===== src/rtl/w_ram_tile_loader.sv =====
// Weight tile loader: streams one row-major tile from the weight BRAM into banked W-RAM.
// Optional macro W_LOADER_CYCLE_COUNT_EN adds a saturating 16-bit busy-cycle counter port.
module w_ram_tile_loader #(
    parameter int INTEGER_BIT      = 7,
    parameter int W_RAM_ADDR_WIDTH = 7,
    parameter int BRAM_ADDR_WIDTH  = 32,
    parameter int BRAM_LATENCY     = 2,
    parameter int NUM_BANKS        = 1
) (
    input  logic                        clk,
    input  logic                        rst,
    input  logic                        start,
    input  logic                        abort,
    output logic                        busy,
    output logic                        done,
    input  logic                        ws_os,
    input  logic [INTEGER_BIT-1:0]      col_size,
    input  logic [INTEGER_BIT-1:0]      row_size,
    input  logic [INTEGER_BIT-1:0]      bram_row_size,
    input  logic [INTEGER_BIT-1:0]      bram_col_start_index,
    input  logic [INTEGER_BIT-1:0]      bram_row_start_index,
    input  logic [W_RAM_ADDR_WIDTH-1:0] w_ram_start_addr,
    output logic [BRAM_ADDR_WIDTH-1:0]  addr_w_bram,
    output logic                        enable_w_bram,
    output logic [NUM_BANKS-1:0]        w_ram_write_req,
    output logic [W_RAM_ADDR_WIDTH-1:0] w_ram_write_addr,
    output logic [INTEGER_BIT-1:0]      w_ram_index_addr
`ifdef W_LOADER_CYCLE_COUNT_EN
    ,
    output logic [15:0]                 cycle_count
`endif
);

    localparam logic [1:0] S_IDLE  = 2'd0;
    localparam logic [1:0] S_ISSUE = 2'd1;
    localparam logic [1:0] S_DRAIN = 2'd2;
    localparam logic [1:0] S_DONE  = 2'd3;

    localparam int DW = $clog2(BRAM_LATENCY + 1);
    localparam logic [INTEGER_BIT-1:0] ONE = INTEGER_BIT'(1);

    logic [1:0]                  state;
    logic [INTEGER_BIT-1:0]      c, r;
    logic [DW-1:0]               drain_cnt;

    logic                        cfg_ws;
    logic [INTEGER_BIT-1:0]      cfg_col, cfg_row, cfg_pitch, cfg_cs, cfg_rs;
    logic [W_RAM_ADDR_WIDTH-1:0] cfg_base;

    logic [BRAM_LATENCY-1:0]     pv;
    logic [INTEGER_BIT-1:0]      pc [BRAM_LATENCY];
    logic [INTEGER_BIT-1:0]      pr [BRAM_LATENCY];

    logic                        accept, kill, issuing;

    assign accept  = (state == S_IDLE) && start && !abort;
    assign kill    = abort && (state != S_IDLE);
    assign issuing = (state == S_ISSUE);

    always_ff @(posedge clk) begin
        if (rst) begin
            state     <= S_IDLE;
            c         <= '0;
            r         <= '0;
            drain_cnt <= '0;
            cfg_ws    <= 1'b0;
            cfg_col   <= '0;
            cfg_row   <= '0;
            cfg_pitch <= '0;
            cfg_cs    <= '0;
            cfg_rs    <= '0;
            cfg_base  <= '0;
        end else begin
            case (state)
                S_IDLE: begin
                    if (accept) begin
                        cfg_ws    <= ws_os;
                        cfg_col   <= col_size;
                        cfg_row   <= row_size;
                        cfg_pitch <= bram_row_size;
                        cfg_cs    <= bram_col_start_index;
                        cfg_rs    <= bram_row_start_index;
                        cfg_base  <= w_ram_start_addr;
                        c         <= '0;
                        r         <= '0;
                        state     <= (col_size == '0 || row_size == '0) ? S_DONE : S_ISSUE;
                    end
                end
                S_ISSUE: begin
                    drain_cnt <= '0;
                    if (r == cfg_row - ONE) begin
                        r <= '0;
                        if (c == cfg_col - ONE) state <= S_DRAIN;
                        else                    c <= c + ONE;
                    end else begin
                        r <= r + ONE;
                    end
                end
                S_DRAIN: begin
                    if (drain_cnt == DW'(BRAM_LATENCY - 1)) state <= S_DONE;
                    else                                   drain_cnt <= drain_cnt + DW'(1);
                end
                default: state <= S_IDLE;
            endcase
            if (kill) state <= S_IDLE;
        end
    end

    // Read-side tag pipeline; stage 0 captures the counters of the read issued this cycle.
    always_ff @(posedge clk) begin
        if (rst || kill) begin
            pv <= '0;
            for (int unsigned i = 0; i < BRAM_LATENCY; i++) begin
                pc[i] <= '0;
                pr[i] <= '0;
            end
        end else begin
            pv[0] <= issuing;
            pc[0] <= c;
            pr[0] <= r;
            for (int unsigned i = 1; i < BRAM_LATENCY; i++) begin
                pv[i] <= pv[i-1];
                pc[i] <= pc[i-1];
                pr[i] <= pr[i-1];
            end
        end
    end

    assign busy          = (state != S_IDLE);
    assign done          = (state == S_DONE);
    assign enable_w_bram = issuing;

    always_comb begin
        addr_w_bram = '0;
        if (issuing) begin
            addr_w_bram = (BRAM_ADDR_WIDTH'(cfg_cs) + BRAM_ADDR_WIDTH'(c)) * BRAM_ADDR_WIDTH'(cfg_pitch)
                        + BRAM_ADDR_WIDTH'(cfg_rs) + BRAM_ADDR_WIDTH'(r);
        end
    end

    logic                   wv;
    logic [INTEGER_BIT-1:0] wc, wr, line, bank, line_div;

    always_comb begin
        wv       = pv[BRAM_LATENCY-1];
        wc       = pc[BRAM_LATENCY-1];
        wr       = pr[BRAM_LATENCY-1];
        line     = cfg_ws ? wc : (cfg_col - ONE - wc);
        bank     = line % INTEGER_BIT'(NUM_BANKS);
        line_div = line / INTEGER_BIT'(NUM_BANKS);
        w_ram_write_req  = '0;
        w_ram_write_addr = '0;
        w_ram_index_addr = '0;
        if (wv) begin
            w_ram_write_req  = NUM_BANKS'(1) << bank;
            w_ram_write_addr = cfg_base + W_RAM_ADDR_WIDTH'(line_div);
            w_ram_index_addr = wr;
        end
    end

`ifdef W_LOADER_CYCLE_COUNT_EN
    always_ff @(posedge clk) begin
        if (rst)                               cycle_count <= '0;
        else if (accept)                       cycle_count <= '0;
        else if (busy && cycle_count != '1)    cycle_count <= cycle_count + 16'd1;
    end
`endif

endmodule


===== config.mk =====
export PLATFORM = sky130hd
export DESIGN_NAME = w_ram_tile_loader
export DESIGN_NICKNAME = d
export VERILOG_FILES = /design/src/rtl/w_ram_tile_loader.sv
export SDC_FILE = /design/constraint.sdc
export NUM_CORES = 1
export LEC_CHECK = 0
export BUFFER_PORTS_ARGS = -buffer_cell sky130_fd_sc_hd__buf_2
export CORE_MARGIN = 8
export CORE_UTILIZATION = 53
export CTS_CLUSTER_DIAMETER = 50
export DETAILED_ROUTE_END_ITERATION = 16
export PLACE_DENSITY = 0.83
export SLEW_MARGIN = 0
export SYNTH_ARGS = -nofsm -noshare
export SYNTH_HDL_FRONTEND = slang
export SYNTH_SLANG_ARGS = --single-unit

===== constraint.sdc =====
create_clock -name clk -period 13.7 [get_ports clk]
set_input_delay 0.685 -clock clk [delete_from_list [all_inputs] [get_ports clk]]
set_output_delay 0.685 -clock clk [all_outputs]
set_load 0.005 [all_outputs]

Word level (Yosys, flattened, before mapping)
Memories as Yosys holds them, arrays and structs flattened.
Cells that the tools add are included.
- memories kept: 2
- output and inout bits: 50
- bits in latches: 0
- ROM bits: 0
- RAM bits: 28
- bits of input ports: 47
- register bits after elaboration: 63
- memories (memory ; words ; bits a word ; rd ports ; clocked after memory_dff ; write ports ; RTL line ; source):
    pc ; 2 ; 7 ; 2 ; 0 ; 2 ; 51 ; logic [INTEGER_BIT-1:0] pc [BRAM_LATENCY];
    pr ; 2 ; 7 ; 2 ; 0 ; 2 ; 52 ; logic [INTEGER_BIT-1:0] pr [BRAM_LATENCY];
- shift-type cells: 0
- add/sub/neg operators: 10
- muxes and demuxes: 26
- $mul: 1
- bitwise operators: 4
- $lt $le $gt $ge: 0
- eq/ne operators: 12
- div/mod/pow operators: 0
- reductions and logical operators: 18
- operators by type and width (cell ; count):
    $mux 7 ; 11
    $pmux 7 s2 ; 2
    $add 16x7->17 ; 1
    $mux 17 ; 1
    $add 15x7->16 ; 1
    $mul 8x7->15 ; 1
    $add 7x1->7 const B ; 2
    $eq 7x7->1 ; 2
    $logic_not 7->1 ; 2
    $sub 7x1->7 const B ; 2
    $mux 2 ; 6
    $add 7x7->8 ; 1
    $ne 2x2->1 const B ; 4
    $reduce_and 4->1 ; 2
    $add 7x7->7 ; 1
    $sub 7x7->7 ; 1
    $pmux 2 s3 ; 1
    $reduce_and 2->1 ; 3
    $reduce_bool 2->1 ; 3
    $eq 2x1->1 const B ; 2
    $eq 2x2->1 const B ; 2
    $mux 1 ; 4
    $ne 2x1->1 const B ; 2
    $or 1x1->1 ; 4
    other kinds (7) ; 10

Logic depth before layout (Yosys ltp)
Gate-level depths: netlist of the first run.
- word-level depth: 6
- depth in mapped cells: 24
- depth with buffers taken out: 24

Worst setup path before layout of the first run
Ideal clock, no wire load.
- path kind: reg-to-output
- from: reg c[0]
- to: out addr_w_bram[15]
- path buffers: 0
- arrival time: 5.409 ns
- setup slack: 7.606 ns
- stages on the path, launching flop included: 22
- required time: 13.015 ns
- cell sequence: dfxtp_1 > ha_1 > fa_1 > a21o_1 > a21oi_1 > o21bai_1 > a21oi_1 > xnor2_1 > and2_1 > fa_1 > fa_1 > fa_1 > inv_1 > fa_1 > inv_1 > ha_1 > or2_2 > a21oi_1 > nor2_1 > a211o_1 > xor2_1 > and2_1
- longest elaborated chain between the ends: 5
- ends and longest elaborated chain (item ; RTL line ; source):
    from (decl) ; 43 ; logic [INTEGER_BIT-1:0] c, r;
    from (signal assigned) ; 94 ; else c <= c + ONE;
    $add 7x7->8 ; 136 ; addr_w_bram = (BRAM_ADDR_WIDTH'(cfg_cs) + BRAM_ADDR_WIDTH'(c)) * BRAM_ADDR_WIDTH'(cfg_pitch)
    $mul 8x7->15 ; 136 ;
    $add 15x7->16 ; 137 ; + BRAM_ADDR_WIDTH'(cfg_rs) + BRAM_ADDR_WIDTH'(r);
    $add 16x7->17 ; 137 ;
    $mux 17 ; 135 ; if (issuing) begin
    to (decl) ; 23 ; output logic [BRAM_ADDR_WIDTH-1:0] addr_w_bram,
No other way between the ends.

Worst setup path in the final report of the first run
- from: reg c[0]
- to: out addr_w_bram[12]
Same word-level chain as after synthesis.

==> metrics.csv, run 1 <==
metric,value,unit
ff2ff_setup_slack,10.53,ns
ys_types,53,
p_per_area,112,nW/µm²
rsz0062_at_grt,no,
worstSetupPathType,register to primary output,
yosysSeqAreaShare,26.6,%
ys.flop_type,dfxtp_1,
crit_path_start_kind,register,
nFillCells,1108,
via_per_inst,5.16,
maxSlewHeadroom,29.5,%
r2r_start,state[1],
area_growth,11.6,%
max-cap-violations,0,
root_buffer,clkbuf_16,
max_freq,0.145,GHz
mostFrequentLayoutCell,nand2_1,
setup_slack,6.80,ns
slew_violations,0,
pre_cts_slack,7.19,ns
antenna_found_initial,0,
gp_congestion,0.873,
hold_violations,0,
antenna_left,0,
grt-ovfl-total,0,
cts_buffer_depth,2,
clk_pin_slew,0.07,ns
yosysWarnings,0,
tns,0,ns
total_power,0.000853,W
async_reset_ff_share,0,%
layout-drive-gt1-share,12.7,%
endpoint,addr_w_bram[12],
tightest_slew,1.06,ns
finish.utilization,60.5,%
cp.arrival,6.21,ns
io_buffer_count,81,
cts.sinks,91,
postCtsHoldBufs,0,
netlist_area,6840,µm²
timing.hold.ws,0.425,ns
track_usage,18.4,%
crit_required,13.02,ns
final.period_utilization,50.3,%
status,"complete, no violations",
critPathMaxFanout,8,
ys_ff_latch,91,
end_kind,primary output,
cts_htree_levels,3,
crit_path_start,c[0],
fin_nets,1025,
clk_latency,0.35,ns
wl_per_cell,14.2,µm
p_leak,3.71,nW
coreArea,12600,µm²
netlist_instances,797,
mostFrequentLayoutCells,"nand2_1, dfxtp_1, and2_1",
routed_wl,14.8,mm
setup_viol,0,
min_path_type,register to register,
grt_pass1_wl,25.1,mm
postCtsSetupBuffers,0,
routed-via-count,5389,
cts_tree,done,
reg2reg_to,c[5],
hpwl,11.2,mm
cts_resized,0,
die_h,130,µm
drtPass1Iterations,5,
fp-row-count,41,
multi_input_comb_area,4580,µm²
num_antenna_cells,0,
period_needed,6.90,ns
die_area,16800,µm²
finClkSkew,0.00659,ns
regArea,1820,µm²
initial_core_util,54.2,%
synth_area_per_cell,8.58,µm²
peakVddDrop,0.108,mV
die_x,130,µm
ios,97,
grt_pass1_vias,5385,
drt-initial-drc-count,277,
drc,0,
cts_buffers,9,
reg2reg_depth,7,
grt_max_degree,55,
synth_edf_count,0,
## worst min-delay path by stage
stage / startpoint / to / cells after the start
floorplan: pc[0][3] / pc[0][10] / 1
global route: pc[0][1] / pc[0][8] / 1
finish: pc[0][3] / pc[0][10] / 1
CTS: pc[0][1] / pc[0][8] / 1
global placement: pv[0] / pv[1] / 1
detailed placement: pr[0][0] / pr[0][7] / 1
## metrics by stage
stage | std cells | instance area [µm²]
floorplan | 811 | 6890
global placement | 1028 | 7310
detailed placement | 1028 | 7310
CTS | 1044 | 7630
global route | 1044 | 7630
finish | 1044 | 7630
## worst max-delay path, cell delays in order (launching register included)
cell      delay (ns)
dfxtp_1         0.38
ha_1            0.26
fa_1            0.39
a21o_1          0.19
a21oi_1         0.21
o21bai_1        0.09
a21oi_1         0.17
xnor2_1         0.26
and2_1          0.22
fa_1            0.44
fa_1            0.47
fa_1            0.54
inv_1           0.05
fa_1            0.52
inv_1           0.04
ha_1            0.33
or2_2           0.30
a21oi_1         0.17
o21bai_1        0.20
o21bai_1        0.10
a21oi_1         0.18
xor2_1          0.16
nor2_1          0.05
buf_2           0.14
## area by class of cell
type                            instances  area share, %
Multi-Input combinational cell        609           60.0
Inverter                               73           3.59
Tap cell                              172           2.82
Clock buffer                            9           2.95
Sequential cell                        91           23.9
Clock inverter                          7           1.29
Timing Repair Buffer                   83           5.51
## cell families after synthesis
kind of cell | synth area share, %
xor+xnor | 6.26
flops | 26.6
simple gates | 22.6
other cells | 0.0548
buf+inv | 7.32
fa+ha+maj | 25.5
mux | 0.439
compound gates | 11.2
## metal layers
layer  vias to the layer above  wire length [µm]  global-route usage (%)  part of all wire [%]
met1                      2502              6900                    24.5                    46
li1                       2712                 -                       -                     -
met2                       156              6700                    29.2                    45
met5                         -                 0                       0                     0
met4                         0               252                    5.19                   1.7
met3                        19               992                    4.31                   6.7
## sequential cells by signal, summed over array words and instances, names as in the netlist
name / count
c: 7
state: 2
cfg_row: 7
pr: 14
drain_cnt: 2
cfg_cs: 7
cfg_col: 7
cfg_pitch: 7
r: 7
pc: 14
cfg_ws: 1
cfg_rs: 7
cfg_base: 7
pv: 2
## cells in the mapped netlist (2+ instances only)
master	number	area share (%)
o21bai_1	5	0.55
nor3b_1	3	0.33
dfxtp_1	91	27
o31ai_1	6	0.66
o21a_1	2	0.22
a21o_1	10	1.1
a41oi_1	2	0.26
nor2b_1	5	0.46
a21oi_1	70	5.1
buf_4	15	1.6
nand4_1	3	0.27
clkbuf_8	2	0.40
o211ai_1	4	0.44
and3_1	3	0.27
fa_1	47	14
or2_2	2	0.18
nand2_1	117	6.4
xnor2_1	23	2.9
nor2_1	35	1.9
o21ai_0	13	0.95
nor4_1	2	0.18
or4_4	2	0.33
ha_1	64	12
nand3b_1	3	0.33
nand3_1	17	1.2
clkbuf_1	20	1.1
mux2i_1	3	0.44
nand2b_1	4	0.37
o41ai_1	4	0.51
or4_1	4	0.44
o21ai_1	5	0.37
and2_1	90	8.2
inv_1	72	4.0
xor2_1	23	2.9
a21boi_1	2	0.22
nor3_1	7	0.51
## report_power, final
part           total (W)  switching (W)  leakage (nW)  internal (W)
sequential      0.000305      0.0000223         0.738      0.000283
clock           0.000269       0.000108         0.156      0.000161
combinational   0.000280       0.000171          2.81      0.000109
(Power assumes the default switching activity.)
==> run 2, diff against run 1 <==
- clock period: 13.7 -> 6.61 ns (I/O delays scaled with it)
==> run 2 against run 1 <==
- flip-flop and latch count is the same
- final cell count rose by 0.19%
- clock skew about the same
- critical endpoint is now addr_w_bram[15]
- largest power group unchanged
==> metrics.csv, run 2 (synthesis results as in run 1) <==
metric,value,unit
cp.arrival,6.01,ns
mostFrequentLayoutCells,"nand2_1, dfxtp_1, and2_1",
ios,97,
cts.sinks,91,
grt_max_degree,55,
fin_nets,1027,
die_area,16800,µm²
antenna_left,0,
hpwl,11.4,mm
die_x,130,µm
p_leak,3.74,nW
cts_buffers,9,
multi_input_comb_area,4620,µm²
routed_wl,15.5,mm
worst_path_largest_cell_delay,0.54,ns
total_power,0.00182,W
slew_violations,0,
grt_pass1_wl,25.4,mm
crit_path_start,c[0],
layout-drive-gt1-share,14.3,%
critPathSlowestCell,fa_1,
max_freq,0.158,GHz
io_buffer_count,81,
grt-ovfl-total,0,
fp-row-count,41,
peakVddDrop,0.226,mV
finish.utilization,61.1,%
crit_path_start_kind,register,
worst_path_most_repeated_cell,fa_1,
drt-initial-drc-count,327,
grt_pass1_vias,5438,
p_per_area,236,nW/µm²
drc,0,
cts_htree_levels,3,
min_path_type,input port to register,
num_antenna_cells,0,
worstSetupPathType,register to primary output,
root_buffer,clkbuf_16,
timing.hold.ws,0.216,ns
area_growth,12.8,%
top_regs,"pc x14, pr x14",
clk_latency,0.34,ns
cp_top_family,adder cells,
rsz0062_at_grt,no,
track_usage,18.7,%
tns,0,ns
status,"complete, no violations",
coreArea,12600,µm²
routed-via-count,5463,
end_kind,primary output,
via_per_inst,5.22,
setup_slack,0.271,ns
initial_core_util,54.2,%
mostFrequentLayoutCell,nand2_1,
wl_per_cell,14.8,µm
drtPass1Iterations,5,
worstPathBufferInverterCount,3,
pre_cts_slack,0.411,ns
maxSlewHeadroom,27.7,%
path_cells,"ha_1, fa_2, a21o_1, a21oi_2, o21bai_1, a21oi_2, xnor2_2, and2_4, fa_1, fa_1, fa_1, inv_1, fa_1, inv_1, ha_1, or2_2, a21oi_2, nor2_1, a211o_1, xor2_1, and2_1, buf_2",
clk_pin_slew,0.07,ns
postCtsHoldBufs,0,
die_h,130,µm
period_needed,6.34,ns
gp_congestion,0.873,
r2r_start,state[0],
setup_viol,0,
cts_tree,done,
worstHoldStart,bram_row_size[0],
crit_required,6.28,ns
finClkSkew,0.00656,ns
cts_buffer_depth,2,
max-cap-violations,0,
critPathMaxFanout,8,
tightest_slew,1.08,ns
regArea,1820,µm²
antenna_found_initial,0,
nFillCells,1141,
hold_violations,0,
final.period_utilization,95.9,%
-- run 2: cell types whose count changed in the layout (fill, tap and decap cells not counted), sizes merged --
cell and delta:
buf +2, bufinv +1, clkinvlp -1
-- run 2: routing by layer --
layer	share of wire [%]	wire, µm	vias to the layer above	GRT usage [%]
li1	-	-	2715	-
met1	45	6990	2554	24.6
met3	6.6	1030	19	4.07
met5	0	0	-	0
met2	47	7250	175	30.7
met4	1.2	193	0	4.51
-- run 2: timing repair --
| item | in CTS | in global routing |
|---|---|---|
| gates resized for setup | 0 | 13 |
| setup buffers | 0 | 1 |
| endpoints found under the setup margin | 0 | 7 |
-- run 2: final cells by class --
type / count / area share (%)
Clock buffer: 9 / 2.92
Tap cell: 172 / 2.79
Clock inverter: 7 / 1.57
Inverter: 73 / 3.55
Timing Repair Buffer: 85 / 5.64
Sequential cell: 91 / 23.6
Multi-Input combinational cell: 609 / 59.9
-- run 2: where the power goes --
| group | total, W | leakage [nW] | internal (W) | switching (W) |
|---|---|---|---|---|
| Combinational | 0.000593 | 2.83 | 0.000233 | 0.000360 |
| Sequential | 0.000633 | 0.739 | 0.000586 | 0.0000469 |
| Clock | 0.000596 | 0.170 | 0.000372 | 0.000224 |
| Total | 0.00182 | 3.74 | 0.00119 | 0.000630 |
-- run 2: worst paths after layout --
kind / to / slack, ns / depth (start not counted)
setup / recovery: addr_w_bram[15] / 0.27 / 22
hold / removal: cfg_pitch[0] / 0.22 / 3
setup reg to reg: c[6] / 3.70 / 8
hold reg to reg: pc[0][8] / 0.42 / 1
-- run 2: tightest hold or removal path, delay by kind of cell --
kind / cells / cell delay (ns)
buffers and inverters: 1 / 0.09
AOI/OAI and AO/OA: 1 / 0.05
and+or+nand+nor: 1 / 0.04
-- run 2: through the flow --
stage          instance area [µm²]  cells
2_1_floorplan                 6890    811
3_3_place_gp                  7320   1029
3_5_place_dp                  7320   1029
4_1_cts                       7660   1045
5_1_grt                       7710   1046
6_report                      7710   1046
==> run 3, diff against run 2 <==
- CAP_MARGIN: not set -> 40
- PLACE_DENSITY: 0.83 -> not set
- PLACE_DENSITY_LB_ADDON: not set -> 0.15
==> run 3 against run 2 <==
- non-clock buffer count is 3 higher
- setup slack improved by 0.032 ns
- register-to-register slack better by 0.03 ns
- routed wire length is 3.1% lower
- total power shrank 6.7%
- die area did not move
- flip-flop and latch count unchanged
- clock skew is essentially flat
- first-iteration DRC count shrank 8.9%
- combinational power is 0.7% higher
- final area fell by 0.78%
- critical path type unchanged
==> metrics.csv, run 3 (synthesis results as in run 1) <==
metric,value,unit
crit_required,6.28,ns
antenna_found_initial,0,
die_x,130,µm
placed_cells,1031,
finClkSkew,0.00700,ns
rsz0062_at_grt,yes,
cp.arrival,5.98,ns
worstSetupPathType,register to primary output,
total_power,0.00170,W
pre_cts_slack,0.390,ns
final_cells,1049,
drc,0,
grt-ovfl-total,0,
layout-drive-gt1-share,13.8,%
initial_core_util,54.2,%
cts_buffer_depth,2,
mostFrequentLayoutCell,nand2_1,
grt_max_degree,55,
die_area,16800,µm²
slew_violations,0,
top_regs,"pc x14, pr x14",
min_path_type,input port to register,
cts_tree,done,
max-cap-violations,0,
status,"complete, no violations",
antenna_left,0,
final.period_utilization,95.4,%
crit_path_start_kind,register,
peakVddDrop,0.130,mV
p_per_area,222,nW/µm²
routed_wl,15.0,mm
wl_per_cell,14.3,µm
gp_congestion,0.878,
grt_pass1_wl,25.1,mm
die_h,130,µm
routed-via-count,5434,
setup_viol,0,
hpwl,11.8,mm
end_kind,primary output,
cts_buffers,9,
tightest_slew,0.642,ns
cts.sinks,91,
p_leak,3.71,nW
final_area,7650,µm²
grt_pass1_vias,5323,
io_buffer_count,81,
dpl_cell_area,7340,µm²
coreArea,12600,µm²
track_usage,18.4,%
clk_latency,0.34,ns
nFillCells,1176,
fp-row-count,41,
maxSlewHeadroom,56.9,%
finish.utilization,60.7,%
hold_violations,0,
max_freq,0.159,GHz
via_per_inst,5.18,
drtPass1Iterations,5,
fin_nets,1030,
cts_htree_levels,3,
ios,97,
area_growth,11.9,%
setup_slack,0.303,ns
root_buffer,clkbuf_16,
clk_pin_slew,0.07,ns
drt-initial-drc-count,298,
period_needed,6.31,ns
critPathMaxFanout,8,
num_antenna_cells,0,
mostFrequentLayoutCells,"nand2_1, and2_1, dfxtp_1",
-- run 3: final cells by class --
| type | count | area, µm² | share of cell area (%) |
|---|---|---|---|
| repair buffers | 88 | 470 | 6.15 |
| clock inverters | 5 | 38.8 | 0.507 |
| flip-flops and latches | 91 | 1820 | 23.8 |
| well taps | 172 | 215 | 2.81 |
| multi-input cells | 609 | 4600 | 60.1 |
| inverters | 73 | 274 | 3.58 |
| clock buffers | 11 | 233 | 3.04 |
-- run 3: path summary, 6_finish.rpt --
| path | start | cells after the start | end | slack (ns) |
|---|---|---|---|---|
| worst min-delay path | bram_row_start_index[6] | 3 | cfg_rs[6] | 0.22 |
| worst max register to register | cfg_row[0] | 9 | state[0] | 3.73 |
| worst max-delay path | c[0] | 22 | addr_w_bram[15] | 0.30 |
| worst min register to register | pc[0][5] | 1 | pc[0][12] | 0.42 |
-- run 3: worst max-delay path, stage by stage, from the launching register on --
cell and delay [ns]:
dfxtp_2 0.36, ha_1 0.23, fa_1 0.40, a21o_1 0.20, a21oi_2 0.17, o21bai_1 0.09, a21oi_2 0.18, xnor2_2 0.17
and2_4 0.19, fa_1 0.43, fa_1 0.47, fa_1 0.54, inv_1 0.05, fa_1 0.52, inv_1 0.04, ha_1 0.33
or2_2 0.31, a21oi_1 0.17, nor2_1 0.10, a211o_1 0.28, xor2_1 0.15, and2_1 0.15, buf_2 0.12
-- run 3: per-layer routing --
metal  up-vias  share of wire, %  GRT usage [%]
li1       2727                 -              -
met1      2568                47           24.9
met2       128                47           30.0
met3        11               5.2           3.49
met4         0              0.91           3.76
met5         -                 0              0
-- run 3: power breakdown --
group	internal (W)	switching, W	leakage, nW
Sequential	0.000586	0.0000461	0.739
Clock	0.000257	0.000214	0.130
Combinational	0.000238	0.000359	2.84
-- run 3: through the flow --
stage | TNS [ns] | hold WS, ns
after global placement | 0 | 0.408
after detailed placement | 0 | 0.411
final | 0 | 0.225
after floorplan | 0 | 0.406
after global routing | -0.0831 | 0.224
after CTS | 0 | 0.216
-- run 3: repair_timing --
| item | in CTS | in global routing |
|---|---|---|
| setup buffers | 0 | 1 |
| setup endpoints to repair | 0 | 7 |
| hold buffers | 0 | 0 |
| gates resized for setup | 0 | 8 |
